**config.mk**
```make
export PLATFORM = sky130hd
export DESIGN_NAME = string_sequencer
export DESIGN_NICKNAME = d
export VERILOG_FILES = /design/src/rtl/string_sequencer.sv
export SDC_FILE = /design/constraint.sdc
export NUM_CORES = 1
export LEC_CHECK = 0
export CELL_PAD_IN_SITES_DETAIL_PLACEMENT = 0
export CELL_PAD_IN_SITES_GLOBAL_PLACEMENT = 1
export CORE_MARGIN = 8
export CORE_UTILIZATION = 37
export DETAILED_ROUTE_END_ITERATION = 10
export GPL_TIMING_DRIVEN = 0
export PLACE_DENSITY = 0.85
export SETUP_SLACK_MARGIN = 0.15
export SYNTH_ARGS = -nofsm -noshare
export SYNTH_HDL_FRONTEND = slang
export SYNTH_SLANG_ARGS = --single-unit
```
**constraint.sdc**
```tcl
create_clock -name clk_i -period 3.3 [get_ports clk_i]
set_clock_uncertainty 0.15 [all_clocks]
set_input_delay 0.66 -clock clk_i [delete_from_list [all_inputs] [get_ports clk_i]]
set_output_delay 0.66 -clock clk_i [all_outputs]
set_load 0.005 [all_outputs]
```
**src/rtl/string_sequencer.sv**
```systemverilog
// String sequencer: walks a message slot in memory and feeds each
// character to a transmitter with a start/busy handshake.
module string_sequencer #(
   parameter int                DATA_W  = 8,
   parameter int                ADDR_W  = 6,
   parameter int                N_MSG   = 4,
   parameter int                MAX_LEN = 16,
   parameter logic [DATA_W-1:0] TERM    = '0,
   localparam int SEL_W = (N_MSG > 1) ? $clog2(N_MSG) : 1,
   localparam int CNT_W = $clog2(MAX_LEN + 1)
) (
   input  logic              clk_i,
   input  logic              rst_i,
   input  logic              trigger_i,
   input  logic [SEL_W-1:0]  msg_sel_i,
   input  logic              loop_i,
   input  logic              abort_i,
   output logic [ADDR_W-1:0] address_o,
   input  logic [DATA_W-1:0] byte_i,
   output logic [DATA_W-1:0] data_o,
   output logic              start_o,
   input  logic              busy_i,
   output logic              active_o,
   output logic              done_o,
   output logic [CNT_W-1:0]  count_o
);

   localparam int OFF_W = $clog2(MAX_LEN);

   typedef enum logic [2:0] {
      IDLE,
      FETCH,
      WAIT_MEM,
      CHECK,
      SEND,
      WAIT_LO,
      DONE
   } state_t;

   state_t             state_q, state_d;
   logic [SEL_W-1:0]   sel_q, sel_d;
   logic               abort_q, abort_d;
   logic [ADDR_W-1:0]  addr_d;
   logic [DATA_W-1:0]  data_d;
   logic [CNT_W-1:0]   cnt_d;
   logic [31:0]        sel_wide;
   logic               sel_ok;

   function automatic logic [ADDR_W-1:0] base_of(input logic [SEL_W-1:0] s);
      return ADDR_W'(s) << OFF_W;
   endfunction

   assign sel_wide = 32'(msg_sel_i);
   assign sel_ok   = sel_wide < 32'(N_MSG);

   always_ff @(posedge clk_i) begin
      if (rst_i) begin
         state_q   <= IDLE;
         sel_q     <= '0;
         abort_q   <= 1'b0;
         address_o <= '0;
         data_o    <= '0;
         count_o   <= '0;
      end else begin
         state_q   <= state_d;
         sel_q     <= sel_d;
         abort_q   <= abort_d;
         address_o <= addr_d;
         data_o    <= data_d;
         count_o   <= cnt_d;
      end
   end

   always_comb begin
      state_d  = state_q;
      sel_d    = sel_q;
      abort_d  = abort_q;
      addr_d   = address_o;
      data_d   = data_o;
      cnt_d    = count_o;
      start_o  = 1'b0;
      done_o   = 1'b0;
      active_o = (state_q != IDLE);

      unique case (state_q)
         IDLE: begin
            abort_d = 1'b0;
            if (trigger_i && !abort_i && sel_ok) begin
               sel_d   = msg_sel_i;
               addr_d  = base_of(msg_sel_i);
               cnt_d   = '0;
               state_d = FETCH;
            end
         end
         FETCH: begin
            state_d = abort_i ? IDLE : WAIT_MEM;
         end
         WAIT_MEM: begin
            state_d = abort_i ? IDLE : CHECK;
         end
         CHECK: begin
            if (abort_i) begin
               state_d = IDLE;
            end else if (byte_i == TERM || count_o == CNT_W'(MAX_LEN)) begin
               state_d = DONE;
            end else begin
               data_d  = byte_i;
               state_d = SEND;
            end
         end
         SEND: begin
            start_o = 1'b1;
            if (abort_i) abort_d = 1'b1;
            if (busy_i) state_d = WAIT_LO;
         end
         WAIT_LO: begin
            if (abort_i) abort_d = 1'b1;
            if (!busy_i) begin
               cnt_d = count_o + CNT_W'(1);
               // address saturates on the last offset so it stays in the slot
               if (count_o != CNT_W'(MAX_LEN - 1)) begin
                  addr_d = address_o + ADDR_W'(1);
               end
               state_d = (abort_q || abort_i) ? IDLE : FETCH;
            end
         end
         DONE: begin
            done_o = 1'b1;
            if (loop_i && !abort_i) begin
               addr_d  = base_of(sel_q);
               cnt_d   = '0;
               state_d = FETCH;
            end else begin
               state_d = IDLE;
            end
         end
         default: begin
            state_d = IDLE;
         end
      endcase
   end

endmodule
```
==> qor.csv <==
metric;value;unit
Root Buffer;clkbuf_4;
pre-CTS setup slack;379.6;ps
Placement Cell Area;0.001760;sq mm
simple-gate share of the synthesized area;27.08;%
Synth Instances;158;
adder-cell share of the synthesized area;3.735;%
global-route wire length before repair;6.078;mm
CP Launch Type;flop;
clk sinks;25;
delay-heaviest family, CP;buffers and inverters;
Yosys Warn Count;0;
fmax;0.3488;GHz
Crit. End Element;output pin;
CTS tree;built;
1st-iter DRT viols;39;
placed insts;242;
RSZ-0062 raised after global routing;false;
Worst EP required;2490;ps
global-route met3 utilization;5.307;%
final WL;3.486;mm
pin count of the biggest net entering global routing;15;
Routability Congestion;0.8341;
Core ar.;0.003578;sq mm
setup TNS;0;ps
Die Area;0.005803;sq mm
nets;219;
# fillers;369;
Post-Synth XOR/XNOR Area;3.268;%
Clock Latency Late Sink;320;ps
CTS hold repair buffers;0;
ANT cells;0;
clk buf depth;2;
CP Cell Sequence;buf_2 -> clkbuf_1 -> and3b_1 -> clkdlybuf4s50_1;
area grow syn2layout;33.43;%
gr usage total;12.21;%
top cell type's share of synthesized area;37.35;%
CP Max Fanout;10;
CTS clk-pin slew, worst paths;140;ps
sequential element share of the synthesized area;37.35;%
Mean Syn Cell Area;8.481;sq um
cell taking the most area after synthesis;dfxtp_1;
num rows;22;
CP max stage delay;520;ps
post-synthesis mux area share;10.55;%
chip height;76.18;um
Synth cell types;38;
DR WL/cell;14.17;um
synthesized flop and latch total;25;
Final Cell Area;0.001788;sq mm
critical path's slowest cell;clkdlybuf4s50_1;
Top Usage Layer GRT;met2;
Synth Area in Compound Gates;14.47;%
Max Slew Vio Count;0;
Final ANT Viol Nets;0;
Initial Util;37.45;%
top cells by area, synth;dfxtp_1 37%, mux2i_1 9.7%, nor2_1 7.6%;
worst-margin pin slew;754.1;ps
share of cells above drive strength 1;4.040;%
via count;1268;
main combinational cell family by area after synthesis;simple AND/OR/NAND/NOR gates;
Period minus WS final;2867;ps
Die W;76.18;um
initial antenna violation count;0;
Power Density;380.4;mW/mm^2
WS Path Type;flop to output pin;
HPWL Detailed;2.698;mm
Port-buffer cells;36;
Post-route DRC;0;
H-tree depth;1;
number of setup violations in the final report;0;
Netlist Area Pre-Place;0.001340;sq mm
Synth Net Count;178;
vias in the first global route;1296;
HP Class;flop to flop;
worst-case vdd ir drop;0.2757;mV
Crit path arrival time;2060;ps
fin cells;246;
status;completed;
met1 Use GR;14.15;%
Max Cap Violations;0;
I/O pin cnt;38;
TritonCTS buffer count;3;
setup ws final;433.4;ps
final hold vios;0;
CTS-repair resized insts;0;
first-pass detailed-route iteration total;4;
worst rel slew slack;49.72;%
Post-CTS Setup Repair Bufs;0;
Bufs and invs on worst path;3;
grt ovf;0;
via density per instance;5.154;
GR Layer Usage met2;20.65;%
Lkg Pwr;0.0006363;uW
period utilization;86.87;%
layout by cell type (no fill, tap or decap), types with 2 or more instances in the layout:
cell type        instances
clkbuf_1                 3
clkbuf_4                 3
ha_1                     4
nand4b_1                 2
a211oi_1                 3
a31o_1                   2
clkdlybuf4s50_1         36
buf_2                    2
nor2b_1                  3
nand3_1                  4
and3b_1                  2
dfxtp_1                 25
o21ai_1                  6
mux2i_1                 13
and2_1                   4
inv_1                    6
o21ai_0                  3
nand2b_1                 3
and3_1                   2
xnor2_1                  5
nand4_1                  2
nand2_1                  7
nor2_1                  27
nor4_1                   3
nor3_1                   2
a21oi_1                 10
nand3b_1                 2
flip-flops by register name (all words and copies together) (netlist names):
name	flops
state_q	3
data_o	8
sel_q	2
address_o	6
count_o	5
abort_q	1
layer usage:
layer | vias up | wire length (um)
met5 | - | 0
met3 | 2 | 241
met2 | 34 | 1656
met1 | 591 | 1573
met4 | 0 | 14
li1 | 641 | -
cell usage after synthesis:
cell and instances:
ha_1 4, a31oi_1 1, buf_2 2, and3_1 2, nand4bb_1 1, nand2_2 1
a2111oi_4 1, mux2_1 1, mux2i_1 13, nor3_1 2, o21ai_0 3, dfxtp_1 25
nor4b_1 1, clkbuf_1 3, xnor2_1 5, inv_1 6, nand4b_1 2, a211oi_1 3
buf_1 1, nand3b_1 2, or3b_1 1, or4_1 1, nand4_1 2, and2_1 4
nor4_1 3, nor2b_1 3, o211ai_1 1, or3_1 1, nand2_1 7, and3b_1 2
o32a_1 1, a21o_1 1, a21oi_1 10, nand2b_1 3, nor2_1 27, a31o_1 2
o21ai_1 6, nand3_1 4
cell type report:
| class | count | area [sq um] | share of cell area (%) |
|---|---|---|---|
| clock inverters | 1 | 5.005 | 0.2799 |
| multi-input cells | 121 | 792.0 | 44.30 |
| clock buffers | 3 | 22.52 | 1.260 |
| plain buffers | 6 | 25.02 | 1.400 |
| repair buffers | 36 | 360.3 | 20.15 |
| well taps | 48 | 60.06 | 3.359 |
| flip-flops and latches | 25 | 500.5 | 27.99 |
| inverters | 6 | 22.52 | 1.260 |
power breakdown:
part	leakage (uW)	switching [uW]	internal, uW
Combinational	0.000416	98.0	99.6
Clock	0.0000177	95.1	45.5
Sequential	0.000203	20.8	321
path summary, 6_finish.rpt:
kind                                              start                   endpoint  slack [ps]  cells past startpoint
worst min register to register     abort_q$_SDFFE_PP0P_       abort_q$_SDFFE_PP0P_         350                      2
worst min-delay path               abort_q$_SDFFE_PP0P_       abort_q$_SDFFE_PP0P_         350                      2
worst max register to register  count_o[0]$_SDFFE_PP0P_  address_o[3]$_SDFFE_PP0P_        1000                      8
worst max-delay path            state_q[2]$_SDFFE_PP0P_                     done_o         430                      4
worst reg2reg max path, stage by stage, from the launching register on:
cell and delay (ps):
dfxtp_1 380, ha_1 220, and3_1 180, ha_1 170
nand4bb_1 170, and2_1 190, a21o_1 240, or4_1 470
nand2_1 70
kinds of logic after synthesis:
logic type	count (synthesis)
muxes	14
buffers and inverters	12
xor gates and xnor gates	5
AOI/OAI and AO/OA	29
adders and majority gates	4
DFF	25
and+or+nand+nor	69
stage by stage:
stage / util [%] / power [uW] / hold slack, ps
detailed placement: 49.20 / 547.2 / 334.9
global route: 49.96 / 726.5 / 384.8
finish: 49.96 / 680.1 / 350.4
global placement: 49.20 / 540.4 / 324.6
CTS: 49.96 / 686.3 / 354.1
floorplan: - / 458.7 / 313.3
Power figures use the tool's default switching activity.
==> RTL change: new RTL, same flow settings <==
The 7 states of `state_t` get a one-hot encoding in 7 bits.
--- a/src/rtl/string_sequencer.sv
+++ b/src/rtl/string_sequencer.sv
@@ -27,14 +27,14 @@
 
    localparam int OFF_W = $clog2(MAX_LEN);
 
-   typedef enum logic [2:0] {
-      IDLE,
-      FETCH,
-      WAIT_MEM,
-      CHECK,
-      SEND,
-      WAIT_LO,
-      DONE
+   typedef enum logic [6:0] {
+      IDLE     = 7'b0000001,
+      FETCH    = 7'b0000010,
+      WAIT_MEM = 7'b0000100,
+      CHECK    = 7'b0001000,
+      SEND     = 7'b0010000,
+      WAIT_LO  = 7'b0100000,
+      DONE     = 7'b1000000
    } state_t;
 
    state_t             state_q, state_d;
Function: no difference found for any inputs over 10 cycles, from zero or initial values and one cycle with rst_i high; not proved beyond that.
==> RTL change against the unedited design <==
Sequential cell count increased by 4; area after synthesis increased by 21%; synthesized cell count increased by 22%; wire length increased by 27%; fmax increased by 1.0%; non-clock buffer count increased by 6; setup slack improved by 0.029 ns; design area increased by 19%; via count increased by 22%.
Power is not compared: it rests on default switching activity, and its combinational part moved more than twofold at a synthesized area within 25%.
==> RTL change: results (changes against the unedited design) <==
outcome complete, no violations; first-pass GRT wire length 7260 um (+19%); antenna diode count 0 (unchanged); 1st-pass router iterations 4 (unchanged); share of the yosys chip area belonging to registers 35.7% (-1.7 points); CTS H-Tree Depth 2 (+1); Max FO, Critical Path 10 (unchanged); fraction of registers with async set/reset 0% (unchanged); Synth Area in Adders 3.08% (-0.66 points); Area after DPL 2050 um^2 (+17%); YS warnings 0 (unchanged); delay of the slowest cell on the worst path 0.53 ns; Synth area leaders dfxtp_1 36%, mux2i_1 6.2%, nor2_1 5.1%; biggest regs data_o x8, state_q x7, address_o x6; complex-gate fraction of the synthesized area 20.3% (+5.8 points); routed vias 1542 (+22%); final core utilization 49.5% (-0.46 points); Peak VDD IR 0.297 mV; xor/xnor cell area share of the yosys netlist 1.62% (-1.7 points); I/O Buffers 36 (unchanged); fin nets 255 (+16%); slowest stage cell, crit path clkdlybuf4s50_1; fillers 426 (+15%); wire length per cell 15.5 um (+9.6%); top cells by count, synth 29 x dfxtp_1, 22 x nor2_1, 16 x a21oi_1; worst hold path type register to register; syn_nets 212 (+19%); clk root buf clkbuf_8; initial DRC count 135 (+250%); leakage dissipation 0.776 nW; multiplexer share of the synthesized area 6.15% (-4.4 points); Reg clk slew, reported paths 0.06 ns (-0.08 ns); Synth Flop Type dfxtp_1; CP Data Arrival Time 2.03 ns (-0.03 ns); maximum clock path buffer count 2 (unchanged); Max-Slew Margin vs Limit 52.8% (+3.1 points); Global Route Usage Sum 13.7% (+1.5 points); share of post-route cells with drive strength above 1 8.97% (+4.9 points); Setup WS pre-CTS 0.503 ns (+0.124 ns); worst r2r src state_q[0]; largest net degree at the start of global routing 11 (-4); Skew-Pair Late Insertion Delay 0.28 ns (-0.04 ns); CTS Buf Count 5 (+2); antenna violations before repair 0 (unchanged); gpl congestion 0.847 (+1.6%); post_cts resized 0 (unchanged); Yosys cell types 53 (+39%); min-delay src data_o[1]; crit path launch state_q[4]; post-DP HPWL 3260 um (+21%); post-CTS setup repair buffer count 0 (unchanged)
==> RTL change: changes by cell type in the layout (fill, tap and decap cells not counted), moves of 4 or more <==
cell | before | now
o21ai_0 | 3 | 12
a21oi_1 | 10 | 16
o21ai_1 | 6 | 0
or3_1 | 1 | 5
nor3_1 | 2 | 8
dfxtp_1 | 25 | 29
and2_1 | 4 | 0
clkbuf_8 | 0 | 5
nor2_1 | 27 | 22
==> RTL change: power breakdown <==
| part | internal [mW] | switching, mW | total, mW |
|---|---|---|---|
| combinational | 0.228 | 0.275 | 0.503 |
| clock | 0.138 | 0.125 | 0.263 |
| sequential | 0.381 | 0.0176 | 0.399 |
| total | 0.747 | 0.418 | 1.17 |
==> RTL change: path summary, 6_finish.rpt <==
path	depth (start not counted)	to	slack, ns
worst max-delay path	4	done_o	0.46
worst max register to register	6	address_o[4]	1.07
worst min register to register	2	data_o[1]	0.34
worst min-delay path	2	data_o[1]	0.34
==> RTL change: layout make-up <==
class                      count  share of cell area [%]
sequential                    29                    27.3
clock inverter                 1                   0.235
tap                           52                    3.06
buffer                        12                    3.59
timing repair buffer          36                    17.0
inverter                       6                    1.06
multi-input combinational    145                    44.6
clock buffer                   5                    3.24
==> RTL change: stage by stage <==
stage	instances	hold WS, ns
2_1_floorplan	192	0.295
6_report	286	0.341
5_1_grt	286	0.362
3_3_place_gp	280	0.319
3_5_place_dp	280	0.329
4_1_cts	286	0.344
==> RTL change: cell families (layout without fill, tap and decap cells) <==
group,after synthesis,in the layout
compound gates,51,51
xor+xnor,3,3
buf+inv,18,60
mux,10,10
fa+ha+maj,4,4
simple gates,77,77
flops,29,29
==> RTL change: per-layer routing <==
layer | up-vias | wire [um] | GRT usage (%)
met5 | - | 0 | 0
met4 | 0 | 33 | 3.68
met3 | 4 | 263 | 4.65
met2 | 43 | 2060 | 20.6
met1 | 704 | 2080 | 18.2
li1 | 791 | - | -
==> RTL change: critical path, delay by kind of cell, from the launching register on <==
kind / cells / cell delay (ns)
buffers and inverters: 2 / 0.75
and+or+nand+nor: 2 / 0.71
DFF: 1 / 0.29
